File: config.mk
export PLATFORM = sky130hd
export DESIGN_NAME = quad_gate_tester_flat
export DESIGN_NICKNAME = d
export VERILOG_FILES = /design/src/rtl/quad_gate_tester_if.sv /design/src/rtl/quad_gate_tester.sv /design/src/flat_wrapper.sv
export SDC_FILE = /design/constraint.sdc
export NUM_CORES = 1
export LEC_CHECK = 0
export ABC_AREA = 1
export ABC_CLOCK_PERIOD_IN_PS = 2700
export BUFFER_PORTS_ARGS = -buffer_cell sky130_fd_sc_hd__buf_2
export CAP_MARGIN = 15
export CELL_PAD_IN_SITES_DETAIL_PLACEMENT = 2
export CELL_PAD_IN_SITES_GLOBAL_PLACEMENT = 2
export CORE_ASPECT_RATIO = 1.5
export CORE_UTILIZATION = 29
export DETAILED_ROUTE_END_ITERATION = 12
export PLACE_DENSITY = 0.87
export SLEW_MARGIN = 20
export SYNTH_ARGS = -nofsm -noshare
export SYNTH_HDL_FRONTEND = slang
export SYNTH_SLANG_ARGS = --single-unit
File: constraint.sdc
create_clock -name clk -period 2.7 [get_ports clk]
set_input_delay 0.135 -clock clk [delete_from_list [all_inputs] [get_ports clk]]
set_output_delay 0.135 -clock clk [all_outputs]
set_load 0.02 [all_outputs]
File: src/rtl/quad_gate_tester_if.sv
// quad_gate_tester_if
// Bundles the signals between the sweep sequencer and the rest of the system:
// the gate-under-test bus (a, b driven out, y returned) plus the control and
// result signals (start in; busy, done, pass, err_count, fail_valid and the
// captured first-fail vector out).
//   master : the sequencer side (drives a/b and the results, receives start/y)
//   slave  : the environment side (drives start/y, receives everything else)
interface quad_gate_tester_if;
    logic       start;
    logic [3:0] a;
    logic [3:0] b;
    logic [3:0] y;
    logic       busy;
    logic       done;
    logic       pass;
    logic [8:0] err_count;
    logic       fail_valid;
    logic [3:0] first_fail_a;
    logic [3:0] first_fail_b;
    logic [3:0] first_fail_y;

    modport master (
        input  start, y,
        output a, b, busy, done, pass, err_count,
               fail_valid, first_fail_a, first_fail_b, first_fail_y
    );

    modport slave (
        output start, y,
        input  a, b, busy, done, pass, err_count,
               fail_valid, first_fail_a, first_fail_b, first_fail_y
    );
endinterface

File: src/rtl/quad_gate_tester.sv
// quad_gate_tester
// Self-test sequencer for a 74-series quad 2-input gate model. On start it
// sweeps all 256 (a,b) combinations, holds each for SETTLE_CYCLES clocks,
// compares y against the expected function on the last clock of the hold,
// and records the mismatch count and the first failing vector.
// Parameters:
//   OP            : 0=OR, 1=AND, 2=XOR, 3=NAND (expected function per bit)
//   SETTLE_CYCLES : clocks each vector is held before y is compared (>=1)
// Ports:
//   clk  : clock, rising edge
//   rst  : synchronous active-high reset
//   bus  : quad_gate_tester_if.master (start, a, b, y, busy, done, pass,
//          err_count, fail_valid, first_fail_a/b/y)
module quad_gate_tester #(
    parameter int OP            = 0,
    parameter int SETTLE_CYCLES = 1
) (
    input  logic                  clk,
    input  logic                  rst,
    quad_gate_tester_if.master    bus
);

    localparam int CNT_W = (SETTLE_CYCLES > 1) ? $clog2(SETTLE_CYCLES) : 1;
    localparam logic [CNT_W-1:0] CNT_LAST = CNT_W'(SETTLE_CYCLES - 1);

    typedef enum logic {
        ST_IDLE = 1'b0,
        ST_RUN  = 1'b1
    } state_t;

    state_t         r_state;
    state_t         w_state_next;

    logic [7:0]       r_idx;
    logic [CNT_W-1:0] r_cnt;
    logic [8:0]       r_err_count;
    logic             r_busy;
    logic             r_done;
    logic             r_pass;
    logic             r_fail_valid;
    logic [3:0]       r_ff_a;
    logic [3:0]       r_ff_b;
    logic [3:0]       r_ff_y;

    logic [3:0]       w_a;
    logic [3:0]       w_b;
    logic [3:0]       w_exp;
    logic             w_mismatch;
    logic [8:0]       w_err_next;
    logic             w_start_acc;
    logic             w_compare;
    logic             w_last;

    // The vector index is the gate input: a is the high nibble, b the low.
    assign w_a = r_idx[7:4];
    assign w_b = r_idx[3:0];

    // Expected gate output, one bit slice per gate of the quad package.
    for (genvar gi = 0; gi < 4; gi++) begin : g_exp
        if (OP == 0) begin : g_or
            assign w_exp[gi] = w_a[gi] | w_b[gi];
        end else if (OP == 1) begin : g_and
            assign w_exp[gi] = w_a[gi] & w_b[gi];
        end else if (OP == 2) begin : g_xor
            assign w_exp[gi] = w_a[gi] ^ w_b[gi];
        end else begin : g_nand
            assign w_exp[gi] = ~(w_a[gi] & w_b[gi]);
        end
    end

    assign w_mismatch = |(bus.y ^ w_exp);
    // Count including the current compare; needed for the final pass flag.
    assign w_err_next = r_err_count + {8'd0, w_mismatch};

    // State register
    always_ff @(posedge clk) begin
        if (rst) begin
            r_state <= ST_IDLE;
        end else begin
            r_state <= w_state_next;
        end
    end

    // Next-state and per-cycle control decode
    always_comb begin
        w_state_next = r_state;
        w_start_acc  = 1'b0;
        w_compare    = 1'b0;
        w_last       = 1'b0;
        case (r_state)
            ST_IDLE: begin
                if (bus.start) begin
                    w_state_next = ST_RUN;
                    w_start_acc  = 1'b1;
                end
            end
            ST_RUN: begin
                if (r_cnt == CNT_LAST) begin
                    w_compare = 1'b1;
                    if (r_idx == 8'hFF) begin
                        w_last       = 1'b1;
                        w_state_next = ST_IDLE;
                    end
                end
            end
            default: w_state_next = ST_IDLE;
        endcase
    end

    // Datapath: vector index, settle counter, result capture
    always_ff @(posedge clk) begin
        if (rst) begin
            r_idx        <= 8'd0;
            r_cnt        <= '0;
            r_err_count  <= 9'd0;
            r_busy       <= 1'b0;
            r_done       <= 1'b0;
            r_pass       <= 1'b0;
            r_fail_valid <= 1'b0;
            r_ff_a       <= 4'd0;
            r_ff_b       <= 4'd0;
            r_ff_y       <= 4'd0;
        end else begin
            r_done <= 1'b0;
            if (w_start_acc) begin
                // pass is deliberately left alone: it reports the last
                // completed sweep until this one finishes.
                r_busy       <= 1'b1;
                r_idx        <= 8'd0;
                r_cnt        <= '0;
                r_err_count  <= 9'd0;
                r_fail_valid <= 1'b0;
                r_ff_a       <= 4'd0;
                r_ff_b       <= 4'd0;
                r_ff_y       <= 4'd0;
            end else if (r_state == ST_RUN) begin
                if (w_compare) begin
                    r_err_count <= w_err_next;
                    if (w_mismatch && !r_fail_valid) begin
                        r_fail_valid <= 1'b1;
                        r_ff_a       <= w_a;
                        r_ff_b       <= w_b;
                        r_ff_y       <= bus.y;
                    end
                    if (w_last) begin
                        // idx stays at 8'hFF so a and b hold 4'hF afterwards.
                        r_busy <= 1'b0;
                        r_done <= 1'b1;
                        r_pass <= (w_err_next == 9'd0);
                    end else begin
                        r_idx <= r_idx + 8'd1;
                        r_cnt <= '0;
                    end
                end else begin
                    r_cnt <= r_cnt + CNT_W'(1);
                end
            end
        end
    end

    assign bus.a            = w_a;
    assign bus.b            = w_b;
    assign bus.busy         = r_busy;
    assign bus.done         = r_done;
    assign bus.pass         = r_pass;
    assign bus.err_count    = r_err_count;
    assign bus.fail_valid   = r_fail_valid;
    assign bus.first_fail_a = r_ff_a;
    assign bus.first_fail_b = r_ff_b;
    assign bus.first_fail_y = r_ff_y;

endmodule

File: src/flat_wrapper.sv
// flat-port wrapper written by rule: the top's interface ports become plain ports
module quad_gate_tester_flat 
#(
    parameter int OP            = 0,
    parameter int SETTLE_CYCLES = 1
)
  (clk, rst, bus_start, bus_y, bus_a, bus_b, bus_busy, bus_done, bus_pass, bus_err_count, bus_fail_valid, bus_first_fail_a, bus_first_fail_b, bus_first_fail_y);
  quad_gate_tester_if bus_i ();
  input  logic clk;
  input  logic rst;
  input wire logic [$bits(bus_i.start)-1:0] bus_start;
  input wire logic [$bits(bus_i.y)-1:0] bus_y;
  output wire logic [$bits(bus_i.a)-1:0] bus_a;
  output wire logic [$bits(bus_i.b)-1:0] bus_b;
  output wire logic [$bits(bus_i.busy)-1:0] bus_busy;
  output wire logic [$bits(bus_i.done)-1:0] bus_done;
  output wire logic [$bits(bus_i.pass)-1:0] bus_pass;
  output wire logic [$bits(bus_i.err_count)-1:0] bus_err_count;
  output wire logic [$bits(bus_i.fail_valid)-1:0] bus_fail_valid;
  output wire logic [$bits(bus_i.first_fail_a)-1:0] bus_first_fail_a;
  output wire logic [$bits(bus_i.first_fail_b)-1:0] bus_first_fail_b;
  output wire logic [$bits(bus_i.first_fail_y)-1:0] bus_first_fail_y;
  assign bus_i.start = bus_start;
  assign bus_i.y = bus_y;
  assign bus_a = bus_i.a;
  assign bus_b = bus_i.b;
  assign bus_busy = bus_i.busy;
  assign bus_done = bus_i.done;
  assign bus_pass = bus_i.pass;
  assign bus_err_count = bus_i.err_count;
  assign bus_fail_valid = bus_i.fail_valid;
  assign bus_first_fail_a = bus_i.first_fail_a;
  assign bus_first_fail_b = bus_i.first_fail_b;
  assign bus_first_fail_y = bus_i.first_fail_y;
  quad_gate_tester #(.OP(OP), .SETTLE_CYCLES(SETTLE_CYCLES)) u_core (.clk(clk), .rst(rst), .bus(bus_i));
endmodule
==> flow_summary.ini, run 1 <==
[global_routing]
grt_busiest_layer = met2
grt_pass1_vias = 2032
antenna_found_initial = 0
grt_util_met2_pct = 35.7
grt_pass1_wl_um = 9390
overflow = 0
grt_use_met1_pct = 19.1
grt_max_degree = 28
grt_use_met3_pct = 3.21
track_usage_pct = 18.5

[power]
power.internal_w = 0.000898
p_per_area_nw_per_um2 = 569
sequentialPowerShare_pct = 44.4
p_total_w = 0.00125
ir_drop_mv = 0.183
switching_power_w = 0.000355
clkPwrFrac_pct = 40.2
power_leakage_nw = 1.15
combPwrFrac_pct = 15.5
netSwitchingFraction_pct = 28.3

[setup_path]
start_kind = flip-flop
critPathMaxFanout = 14
r2r_setup_slack_ps = 290
required_ps = 2900
cp_data_arrival_time_ps = 2610
cp-end-kind = flip-flop
crit_type = reg -> reg
rr_worst_depth = 15

[die]
ioPinCount = 40
die_w_um = 67.0
design.die.area_um2 = 6670
rows = 35
initial_core_util_pct = 30.0
coreArea_um2 = 6130
die_h_um = 99.5

[synthesis]
yosys.area_share.xor_xnor_pct = 2.86
yosys.area.top_type = dfxtp_1
synthMuxAreaShare_pct = 0
ys_seq_elements = 35
synth-main-ff-cell = dfxtp_1
avgSynthCellArea_um2 = 6.71
ys_warn_count = 0
synthTopCellsByArea = dfxtp_1 (38%), nand2_1 (12%), inv_1 (12%), nand4_1 (5.1%), nor2_1 (5.1%)
synthAdderAreaFrac_pct = 2.04
synthTopCellsByCount = nand2_1 (59), inv_1 (58), dfxtp_1 (35)
synth-simple-area-share_pct = 31.4
synth_most_common_cell = nand2_1
ys_seq_area_share_pct = 38.1
synthArstFlopShare_pct = 0
synth_top_family_by_area = simple AND/OR/NAND/NOR gates
syn-cell-area_um2 = 1840
synth_edf_count = 0
synth_cell_types = 26
synth_compound_area_share_pct = 9.93
syn_inst = 274
synth_fp_nets = 284
synth_top_area_share_pct = 38.1

[worst_hold_path]
hp-class = in -> reg
holdPathStages = 3

[cts]
numCtsBuffers = 5
cts.clk_slew.worst_paths_ps = 80
cts_root_buf = clkbuf_8
cts_tree = done
holdBufCountCts = 0
clk_latency_ps = 290
cts_htree_levels = 2
cts_sinks = 35
post_cts_buffers = 0
cts_buffer_depth = 2
post_cts_resized = 0

[timing]
fin_tns_setup_ps = 0
max_freq_mhz = 415
skew_ps = 6.39
slew_headroom_pct = 54.4
fin_crit_ps = 2410
worst_pin_slew_ps = 682
finalMaxSlewViolations = 0
rsz0062_at_grt = no
hold_violations = 0
setup_viol = 0
period_share_pct = 89.3

[layout]
diodes = 0
final_area_um2 = 2200
fin_util_pct = 35.9
area_delta_synth_final_pct = 19.7
drive_above_1_share_pct = 18.7
fin_cells = 389
fin_nets = 324

[placement]
dp_cells = 381
routabilityCongestion = 0.826
dp_hpwl_um = 4230
port_buffers = 39
post_dp_cell_area_um2 = 2080

[route]
drc = 0
wl_per_cell_um = 14.7
wirelength_um = 5720
initialDrtViolationCount = 63
vias = 1897
drt_pass1_iterations = 4
avgViaCountPerCell = 4.88
ant_nets = 0

[job]
cap_violations = 0

[status]
outcome = finished clean
==> layout by cell type (no fill, tap or decap), drive strengths merged <==
master and instances:
xor2 5, inv 61, clkbuf 6, nor2 28
buf 41, xnor2 1, nand3 16, bufinv 1
ha 3, a21oi 16, nor3 6, clkinv 1
nand4 15, o21ai 16, o211ai 2, dfxtp 35
nand2 61, o21bai 1
==> worst max-delay path, stage by stage, from the launching register on <==
cell	delay [ps]
dfxtp_1	480
inv_2	120
nand3_1	90
nand2_1	80
nor2_1	140
nand2_2	210
ha_1	280
ha_1	220
nand3_1	160
inv_1	100
nand3_1	100
nand2_1	90
nand2_1	80
nor2_1	40
nand3_1	80
nand2_1	50
==> final cells by class <==
| type | count | area, µm² |
|---|---|---|
| repair buffers | 41 | 210 |
| fillers | 776 | 3930 |
| flip-flops and latches | 35 | 701 |
| inverters | 61 | 231 |
| well taps | 74 | 92.6 |
| clock inverters | 2 | 35.0 |
| clock buffers | 6 | 82.6 |
| multi-input cells | 170 | 850 |
==> cells by family after synthesis <==
kind of cell | count (synthesis)
and+or+nand+nor | 126
buffers and inverters | 69
AOI/OAI and AO/OA | 35
DFF | 35
xor gates and xnor gates | 6
adders and majority gates | 3
==> through the flow <==
stage                     hold slack (ps)  setup slack [ps]
after floorplan                       288               603
after CTS                            95.4               266
after detailed placement              420               288
after global placement                411               438
final                                 104               289
after global routing                  116               107
==> registers in the layout, summed over array words and instances (netlist names), 4 cells and up <==
register / cells
u_core.bus.err_count: 9
u_core.r_idx: 8
u_core.bus.first_fail_a: 4
u_core.bus.first_fail_b: 4
u_core.bus.first_fail_y: 4
==> worst paths after layout <==
path | startpoint | to
worst max-delay path | u_core.r_idx[2] | u_core.bus.pass
worst min-delay path | bus_start | u_core.r_state
worst max register to register | u_core.r_idx[2] | u_core.bus.pass
worst min register to register | u_core.bus.pass | u_core.bus.pass
==> power groups by stage <==
stage                     Combinational, W  Clock, W  Sequential [W]
after global routing              0.000219  0.000542        0.000560
after detailed placement          0.000195         0        0.000569
after floorplan                   0.000114         0        0.000593
after CTS                         0.000197  0.000525        0.000557
after global placement            0.000187         0        0.000567
final                             0.000194  0.000504        0.000556
==> routing by layer <==
metal / vias to the layer above / part of all wire, % / routed length [µm]
met5: - / 0 / 0
met4: 0 / 1.8 / 103
met3: 10 / 3.0 / 169
met2: 38 / 55 / 3160
met1: 920 / 40 / 2280
li1: 929 / - / -
(Power assumes the default switching activity.)
==> run 2: changes to the inputs <==
Settings changed: CORE_UTILIZATION 29 to 30, CTS_BUF_LIST set to sky130_fd_sc_hd__clkbuf_4, PLACE_DENSITY 0.87 to 0.89.
==> run 2 against run 1 <==
Compared with the run above:
- worst setup slack improved by 110 ps
- register-to-register slack improved by 110 ps
- sequential share of layout area increased by 1.1 points
- combinational power about the same
- non-clock buffer count unchanged
- clock skew increased by 5.9 ps
- via count decreased by 1.7%
- cell area decreased by 3.4%
- critical path type unchanged
==> flow_summary.ini, run 2 (synthesized netlist as in run 1, its figures left out) <==
[status]
outcome = finished clean

[timing]
skew_ps = 12.3
worst_pin_slew_ps = 498
fin_tns_setup_ps = 0
period_share_pct = 85.3
slew_headroom_pct = 66.7
fin_crit_ps = 2300
setup_viol = 0
max_freq_mhz = 434
hold_violations = 0
rsz0062_at_grt = no
finalMaxSlewViolations = 0
hold_slack_ps = 31.6

[worst_hold_path]
hp-class = in -> reg

[cts]
cts_root_buf = clkbuf_4
clk_latency_ps = 350
cts_tree = done
post_cts_buffers = 0
cts_buffer_depth = 2
cts_sinks = 35
holdBufCountCts = 0
cts.clk_slew.worst_paths_ps = 120
numCtsBuffers = 5
cts_htree_levels = 2
post_cts_resized = 0

[layout]
final_area_um2 = 2130
drive_above_1_share_pct = 18.2
layout_common_cells = nand2_1 (59), inv_1 (58), buf_2 (39)
fin_util_pct = 36.3
largest_reg_flops = 9
diodes = 0
fin_nets = 324
fin_cells = 386
layout_commonest_cell = nand2_1
area_delta_synth_final_pct = 15.7

[power]
power_leakage_nw = 1.12
combPwrFrac_pct = 19.0
netSwitchingFraction_pct = 32.5
clkPwrFrac_pct = 27.0
p_per_area_nw_per_um2 = 483
ir_drop_mv = 0.157
switching_power_w = 0.000334
sequentialPowerShare_pct = 54.1
power.internal_w = 0.000693

[job]
cap_violations = 0

[global_routing]
antenna_found_initial = 0
grt_pass1_wl_um = 9130
track_usage_pct = 18.4
grt_max_degree = 23
grt_pass1_vias = 1980
overflow = 0

[route]
avgViaCountPerCell = 4.83
ant_nets = 0
wirelength_um = 5360
drt_pass1_iterations = 4
drc = 0
wl_per_cell_um = 13.9
initialDrtViolationCount = 70
vias = 1865

[setup_path]
path_delay_family = simple AND/OR/NAND/NOR gates
slowest_delay_ps = 450
crit_type = reg -> reg
cp_common_cell = nand3_1
required_ps = 3010
cp_data_arrival_time_ps = 2620
critical_path.cell_chain = inv_1, nand3_1, nand2_1, nor2_1, nand2_2, ha_1, ha_1, nand3_1, inv_1, nand3_1, nand2_1, nor2_1, nand3_1, nand2_1
cp-end-kind = flip-flop
slowest_stage = dfxtp_1
critPathMaxFanout = 14
critPathBufInv = 2
start_kind = flip-flop

[placement]
dp_cells = 379
dp_hpwl_um = 4120
routabilityCongestion = 0.783
port_buffers = 39
post_dp_cell_area_um2 = 2080

[die]
design.die.area_um2 = 6450
die_w_um = 65.9
die_h_um = 97.9
rows = 34
coreArea_um2 = 5870
ioPinCount = 40
initial_core_util_pct = 31.3
==> run 2: cell type report <==
| cell class | instances | area [µm²] |
|---|---|---|
| clock inverter | 2 | 8.76 |
| multi-input combinational | 170 | 850 |
| inverter | 61 | 231 |
| fill | 738 | 3740 |
| timing repair buffer | 41 | 210 |
| sequential | 35 | 701 |
| clock buffer | 5 | 37.5 |
| tap | 72 | 90.1 |
==> run 2: path summary, 6_finish.rpt <==
path	cells past startpoint	to	slack, ps	startpoint
worst max-delay path	14	u_core.bus.pass	400	u_core.r_idx[4]
worst min-delay path	3	u_core.r_state	30	bus_start
worst max register to register	14	u_core.bus.pass	400	u_core.r_idx[4]
worst min register to register	2	u_core.bus.busy	490	u_core.bus.busy
==> run 2: power by group through the flow <==
stage / registers, W / logic (W) / clock network [W]
floorplan: 0.000593 / 0.000114 / 0
global placement: 0.000567 / 0.000189 / 0
detailed placement: 0.000568 / 0.000198 / 0
CTS: 0.000556 / 0.000200 / 0.000293
global route: 0.000560 / 0.000222 / 0.000306
finish: 0.000555 / 0.000195 / 0.000277
==> run 2: per-layer routing <==
layer	wire length, µm	vias to the layer above	GRT usage, %
li1	-	930	-
met1	2170	895	18.5
met2	2940	33	36.0
met3	166	7	2.92
met4	93	0	6.87
met5	0	-	0
==> run 2: worst reg2reg max path: stages, from the launching register on <==
cell     delay [ps]
dfxtp_1         450
inv_1           140
nand3_1          90
nand2_1          50
nor2_1          140
nand2_2         210
ha_1            280
ha_1            210
nand3_1         150
inv_1           100
nand3_1         100
nand2_1          80
nor2_1          120
nand3_1          90
nand2_1          60
==> run 2: per-stage QoR <==
step | power (W) | worst slack, ps
6_report | 0.00103 | 396
5_1_grt | 0.00109 | 111
4_1_cts | 0.00105 | 376
3_5_place_dp | 0.000766 | 402
3_3_place_gp | 0.000756 | 471
2_1_floorplan | 0.000708 | 603
